$ cat src/rtl/mem_arbiter_pkg.sv
`default_nettype none
// ============================================================================
// Module      : mem_arbiter_pkg
// Description : State and owner encodings shared by the memory-port arbiter.
// Revision    : 1.0 - initial release
// ============================================================================
package mem_arbiter_pkg;

    localparam logic [1:0] ARB_IDLE = 2'd0;
    localparam logic [1:0] ARB_BUSY = 2'd1;
    localparam logic [1:0] ARB_DONE = 2'd2;

    localparam logic ARB_OWN_I = 1'b0;
    localparam logic ARB_OWN_D = 1'b1;

    // Round-robin pick: a lone requester wins, otherwise whoever went last yields.
    function automatic logic pick_owner(input logic i_req_v, input logic d_req_v,
                                        input logic last_owner);
        logic own;
        own = ARB_OWN_I;
        if (d_req_v && (!i_req_v || (last_owner == ARB_OWN_I)))
            own = ARB_OWN_D;
        return own;
    endfunction

endpackage
`default_nettype wire

$ cat src/rtl/mem_arbiter.sv
`default_nettype none
// ============================================================================
// Module      : mem_arbiter
// Description : Round-robin sharing of one external memory port between
//               icache line refills and dcache line refills / writebacks.
// Revision    : 1.0 - initial release
// ============================================================================
module mem_arbiter
    import mem_arbiter_pkg::*;
#(
    parameter int BURST_LEN = 4,
    parameter int ADDR_W    = 32
) (
    input  logic                          clk,
    input  logic                          rst,

    input  logic                          i_req,
    input  logic [ADDR_W-1:0]             i_addr,
    output logic                          i_rvalid,
    output logic [31:0]                   i_rdata,
    output logic                          i_done,

    input  logic                          d_req,
    input  logic                          d_we,
    input  logic [ADDR_W-1:0]             d_addr,
    input  logic [31:0]                   d_wdata,
    output logic                          d_rvalid,
    output logic [31:0]                   d_rdata,
    output logic                          d_done,

    output logic [$clog2(BURST_LEN)-1:0]  beat,
    output logic                          mem_valid,
    input  logic                          mem_ready,
    output logic                          mem_we,
    output logic [ADDR_W-1:0]             mem_addr,
    output logic [31:0]                   mem_wdata,
    input  logic                          mem_rvalid,
    input  logic [31:0]                   mem_rdata
);

    localparam int c_beat_w = $clog2(BURST_LEN);
    localparam int c_cnt_w  = c_beat_w + 1;
    localparam int c_off_w  = $clog2(BURST_LEN * 4);

    localparam logic [c_cnt_w-1:0] c_len  = c_cnt_w'(BURST_LEN);
    localparam logic [c_cnt_w-1:0] c_last = c_cnt_w'(BURST_LEN - 1);
    localparam logic [ADDR_W-1:0]  c_base_mask = {{(ADDR_W - c_off_w){1'b1}}, {c_off_w{1'b0}}};

    logic [1:0]          r_state;
    logic [1:0]          w_next_state;
    logic                r_owner;
    logic                r_last_owner;
    logic                r_we;
    logic [ADDR_W-1:0]   r_base;
    logic [c_cnt_w-1:0]  r_issue_cnt;
    logic [c_cnt_w-1:0]  r_rcv_cnt;

    logic                w_any_req;
    logic                w_grant_owner;
    logic [ADDR_W-1:0]   w_grant_addr;
    logic                w_issuing;
    logic                w_accept;
    logic                w_rd_beat;
    logic                w_burst_end;

    assign w_any_req     = i_req | d_req;
    assign w_grant_owner = pick_owner(i_req, d_req, r_last_owner);
    assign w_grant_addr  = (w_grant_owner == ARB_OWN_D) ? d_addr : i_addr;

    assign w_issuing = (r_state == ARB_BUSY) && (r_issue_cnt < c_len);
    assign w_accept  = w_issuing && mem_ready;
    // Read data is only meaningful while a read burst owns the port.
    assign w_rd_beat = (r_state == ARB_BUSY) && !r_we && mem_rvalid;

    assign w_burst_end = r_we ? (w_accept && (r_issue_cnt == c_last))
                              : (w_rd_beat && (r_rcv_cnt == c_last));

    always_ff @(posedge clk) begin
        if (rst) begin
            r_state <= ARB_IDLE;
        end else begin
            r_state <= w_next_state;
        end
    end

    always_comb begin
        w_next_state = r_state;
        case (r_state)
            ARB_IDLE: if (w_any_req)   w_next_state = ARB_BUSY;
            ARB_BUSY: if (w_burst_end) w_next_state = ARB_DONE;
            ARB_DONE:                  w_next_state = ARB_IDLE;
            default:                   w_next_state = ARB_IDLE;
        endcase
    end

    always_ff @(posedge clk) begin
        if (rst) begin
            r_owner      <= ARB_OWN_I;
            r_last_owner <= ARB_OWN_D;
            r_we         <= 1'b0;
            r_base       <= '0;
            r_issue_cnt  <= '0;
            r_rcv_cnt    <= '0;
        end else begin
            if ((r_state == ARB_IDLE) && w_any_req) begin
                r_owner     <= w_grant_owner;
                r_we        <= (w_grant_owner == ARB_OWN_D) && d_we;
                r_base      <= w_grant_addr & c_base_mask;
                r_issue_cnt <= '0;
                r_rcv_cnt   <= '0;
            end else begin
                if (w_accept)  r_issue_cnt <= r_issue_cnt + 1'b1;
                if (w_rd_beat) r_rcv_cnt   <= r_rcv_cnt + 1'b1;
            end
            if (r_state == ARB_DONE) begin
                r_last_owner <= r_owner;
            end
        end
    end

    always_comb begin
        mem_valid = 1'b0;
        mem_we    = 1'b0;
        mem_addr  = '0;
        mem_wdata = '0;
        beat      = '0;
        i_rvalid  = 1'b0;
        i_rdata   = '0;
        i_done    = 1'b0;
        d_rvalid  = 1'b0;
        d_rdata   = '0;
        d_done    = 1'b0;
        if (r_state == ARB_BUSY) begin
            mem_valid = w_issuing;
            mem_we    = r_we;
            beat      = r_issue_cnt[c_beat_w-1:0];
            mem_addr  = r_base | ADDR_W'({r_issue_cnt[c_beat_w-1:0], 2'b00});
            mem_wdata = r_we ? d_wdata : 32'd0;
            if (w_rd_beat) begin
                if (r_owner == ARB_OWN_I) begin
                    i_rvalid = 1'b1;
                    i_rdata  = mem_rdata;
                end else begin
                    d_rvalid = 1'b1;
                    d_rdata  = mem_rdata;
                end
            end
        end
        if (r_state == ARB_DONE) begin
            i_done = (r_owner == ARB_OWN_I);
            d_done = (r_owner == ARB_OWN_D);
        end
    end

endmodule
`default_nettype wire
$ cat config.mk
export PLATFORM = sky130hd
export DESIGN_NAME = mem_arbiter
export DESIGN_NICKNAME = d
export VERILOG_FILES = /design/src/rtl/mem_arbiter_pkg.sv /design/src/rtl/mem_arbiter.sv
export SDC_FILE = /design/constraint.sdc
export NUM_CORES = 1
export LEC_CHECK = 0
export CAP_MARGIN = 30
export CORE_MARGIN = 10
export CORE_UTILIZATION = 31
export DETAILED_ROUTE_END_ITERATION = 12
export GPL_TIMING_DRIVEN = 0
export PLACE_DENSITY = 0.87
export SETUP_SLACK_MARGIN = 0.4
export SYNTH_ARGS = -nofsm -noshare
export SYNTH_HDL_FRONTEND = slang
export SYNTH_SLANG_ARGS = --single-unit
$ cat constraint.sdc
create_clock -name clk -period 1.65 [get_ports clk]
set_clock_uncertainty 0.05 [all_clocks]
set_input_delay 0.165 -clock clk [delete_from_list [all_inputs] [get_ports clk]]
set_output_delay 0.165 -clock clk [all_outputs]
set_load 0.03 [all_outputs]
After elaboration in Yosys (flattened, before gate mapping)
Index checks and enable logic that the tools add are counted.

Add/sub/neg operators: 2. Magnitude comparators: 1. Equal/unequal tests: 6. Mux-type cells: 26. Bitwise operators: 4. Reductions and logical operators: 15.

Operators with widths (count): $mux 32 (10); $or 32x4->32 (1); $mux 1 (12); $logic_and 1x1->1 (9); $add 3x1->3 const B (2); $eq 3x2->1 const B (2); $mux 2 (3); $ne 2x2->1 const B (2); $pmux 2 s2 (1); $lt 3x3->1 const B (1); $eq 2x1->1 const B (1); $eq 2x2->1 const B (1); $logic_not 1->1 (2); $logic_not 2->1 (1); $not 1->1 (2); $reduce_and 2->1 (1); $reduce_or 2->1 (1); $logic_or 1x1->1 (1); $or 1x1->1 (1).

Register bits after elaboration: 39. Input port bits: 135. Output and inout bits: 136. Logic and storage cells: 61.

Depth between registers and ports, before layout
Depth in word-level cells: 7. Depth in mapped cells: 5. Mapped depth without buffers: 5.

Worst setup path after synthesis
No wires, ideal clock.

Path kind: register to output. Start point: register r_state[1]. End point: output mem_addr[2]. Arrival: 1.525 ns. Data required time: 1.435 ns. Slack: -0.090 ns. Stages on the path, launching flop included: 6. Buffers on the path: 3. Cell sequence: dfxtp_1 > and2b_1 > buf_2 > clkbuf_1 > and2_1 > buf_4.

Cells in the longest elaborated chain, start to end: 2.

RTL lines: start, declared (RTL line mem_arbiter.sv:49) `logic [1:0] r_state;`; start signal, assigned (RTL line mem_arbiter.sv:82) `r_state <= w_next_state;`; $eq 2x1->1 (RTL line mem_arbiter.sv:133) `if (r_state == ARB_BUSY) begin`; $mux 32 (RTL line mem_arbiter.sv:133); end, declared (RTL line mem_arbiter.sv:35) `output logic [ADDR_W-1:0] mem_addr,`.

No other way between the ends.

Final worst setup path
Start point: register r_state[1]. End point: output i_rdata[5].

Cells in the longest elaborated chain, start to end: 5.

RTL lines: $eq 2x1->1 (*) (RTL line mem_arbiter.sv:73, mem_arbiter.sv:133); $logic_and 1x1->1 (2 in series) (RTL line mem_arbiter.sv:73) `assign w_rd_beat = (r_state == ARB_BUSY) && !r_we && mem_rvalid;`; $mux 32 (RTL line mem_arbiter.sv:139) `if (w_rd_beat) begin`; $mux 32 (*) (RTL line mem_arbiter.sv:133); end, declared (RTL line mem_arbiter.sv:20) `output logic [31:0] i_rdata,`.

Mark *: on every way between the ends. The rest lies on a longest branch, timed or not.

==> flow_summary.toml <==
[synthesis]
mappedNetlistArea_um2 = 2803
yosys_warnings = 0
synth_ff_type = "dfxtp_1"
yosysTopAreaCell = "dfxtp_1"
syn_area_per_cell_um2 = 7.454
synth_edf_count = 0
ys_seq_elements = 39
yosys.area.top_type_share = 0.2786
ys_async_sr_fraction = 0
synth_cells = 376
yosysSeqAreaShare = 0.2786
synth_cell_types = 39
ys_top_cells_by_area = "dfxtp_1 28%, and3_1 21%, a311oi_1 8.8%"

[finish]
syn_to_final_growth_pct = 169.1
n_fill_cell = 352
utilization = 0.8607
layout-drive-gt1-share = 0.6165
ff_latch_area_um2 = 798.3
final_area_um2 = 7542
multi_input_area_um2 = 2628
final_cells = 803
final_common_cell = "buf_6"
mostFrequentLayoutCells = "162 x buf_6, 122 x clkdlybuf4s50_1, 96 x and3_4"
nets = 829

[global_routing]
grt_max_degree = 13
grt_pass1_vias = 4419
grt_antenna_before_repair = 3
grt_remaining_overflow = 0
grt_pass1_wl_mm = 27.57
grtUsageTotal = 0.2641

[worst_setup_path]
start_kind = "register"
end_kind = "output pin"
crit_arrival_ns = 1.77
worstPathRequired_ns = 1.43
path_class = "reg2out"
cp_max_fo = 10

[routing]
dr.max_layer_used = "met4"
drtAntennaViolNets = 0
vias = 4642
drt-wirelength-per-cell_um = 28.55
wl_met2_mm = 11.35
first_iter_violations = 482
dr.pass1.iters = 5
vias_per_cell = 5.781
met1Wirelength_mm = 7.778
remaining_drc_errors = 0
wl_met3_mm = 2.365
drt_wl_total_mm = 22.92

[power]
p_sw_frac = 0.3636
p_sw_mw = 1.330
p_comb_frac = 0.521
power_leakage_nw = 3.198
total_power_mw = 3.659
clkPwrFrac = 0.182
p_seq_frac = 0.296
p_int_mw = 2.329
ir_worst_vdd_mv = 0.6291
cellPowerDensity_nw_per_um2 = 485.2

[clocking]
clock-sinks = 39
clock_path_buffers = 2
clock_latency_ns = 0.31
cts_tree = "yes"
cts_hold_buf = 0
htreeDepth = 2
numCtsBuffers = 5
cts-root-buf = "clkbuf_8"
path_clk_slew_ns = 0.09

[floorplan]
die-area_um2 = 13240
rows = 34
start_util = 0.3198
io_pins = 271
die_h_um = 115.1
die_w_um = 115.1
core_um2 = 8763

[sta]
rsz0062_at_grt = "yes"
hold_violations = 0
min_period_ns = 1.987
relSlewSlack = 0.4947
period_share = 1.205
max_freq_ghz = 0.5032
setup_violations = 144
layout_setup_ws_ns = -0.3374
worst_pin_slew_ns = 0.7579
slew_viol_final = 0

[place]
port_buffers = 259
place_inst = 744
placed_cell_area_um2 = 6095
dpl.hpwl_mm = 13.62
gp_congestion = 0.9417

[run_status]
violations = "setup timing"
status = "finished with violations"

[run]
drv_cap = 0

[hold_path]
min_path_type = "in2reg"
==> synth_stat cells (all sizes together), types with 2 or more instances <==
master	count
a21oi	31
a311oi	28
and2	34
and3	96
buf	19
clkbuf	28
dfxtp	39
ha	4
inv	4
mux2i	2
nand2	59
nor2	5
nor3	6
xnor2	2
==> routing by layer <==
layer,global-route usage,vias to the layer above
met3,0.07031,105
met4,0.1172,0
met5,0,-
li1,-,1979
met1,0.2896,2211
met2,0.4658,347
==> critical path, stage by stage (launching register included) <==
cell and delay, ns:
dfxtp_4 0.38, nor4bb_4 0.32, buf_6 0.21, buf_8 0.16, and3_4 0.24, buf_6 0.14
==> cells by family (layout without fill, tap and decap cells) <==
group,count (synthesis),in the layout,synth area share
AND/OR/NAND/NOR,209,209,0.4205
AO/OA/AOI/OAI,68,68,0.1781
buffers and inverters,51,365,0.09018
flip-flops,39,39,0.2786
adder cells (fa/ha/maj),4,4,0.01786
XOR/XNOR,2,2,0.006251
multiplexers,2,2,0.007143
other,1,6,0.001338
==> stage by stage <==
step                      setup TNS (ns)  hold WS, ns  setup WS, ns
final                             -27.87       0.3276       -0.3374
after global routing              -34.78       0.3426       -0.3875
after CTS                         -20.69       0.2490       -0.2330
after detailed placement          -82.17       0.4596       -0.7660
after global placement            -79.62       0.4480       -0.7695
after floorplan                        0       0.2625        0.2464
==> power groups by stage <==
| stage | logic, mW | clock network [mW] | registers, mW |
|---|---|---|---|
| after floorplan | 0.683 | 0 | 1.07 |
| after global placement | 1.26 | 0 | 1.08 |
| after detailed placement | 1.29 | 0 | 1.08 |
| after CTS | 1.58 | 0.637 | 1.06 |
| after global routing | 1.97 | 0.699 | 1.09 |
| final | 1.91 | 0.667 | 1.08 |
==> path summary, 6_finish.rpt <==
path,to,from,slack (ns),cells past startpoint
setup / recovery,i_rdata[5],r_state[1],-0.34,5
hold / removal,r_state[1],mem_rvalid,0.33,4
setup reg to reg,r_base[17],r_state[0],-0.06,9
hold reg to reg,r_base[19],r_base[19],0.45,2
==> state kept, by name (all words and copies together) (netlist names) <==
signal	cells
r_base	28
r_owner	1
r_last_owner	1
r_rcv_cnt	3
r_we	1
r_state	2
r_issue_cnt	3
==> layout make-up <==
| cell class | count | share of cell area |
|---|---|---|
| timing repair buffer | 306 | 0.4466 |
| clock inverter | 3 | 0.001991 |
| inverter | 4 | 0.001991 |
| sequential | 39 | 0.1058 |
| tap | 108 | 0.01792 |
| antenna | 4 | 0.001327 |
| multi-input combinational | 287 | 0.3484 |
| clock buffer | 5 | 0.009124 |
| buffer | 47 | 0.06685 |
==> what timing repair did <==
item	CTS	global route
buffers inserted	21	10
setup endpoints to repair	172	172
pin swaps	44	37
cloned	12	4
gates resized for setup	1050	109
Note: power is estimated with default switching activity, not from simulation.
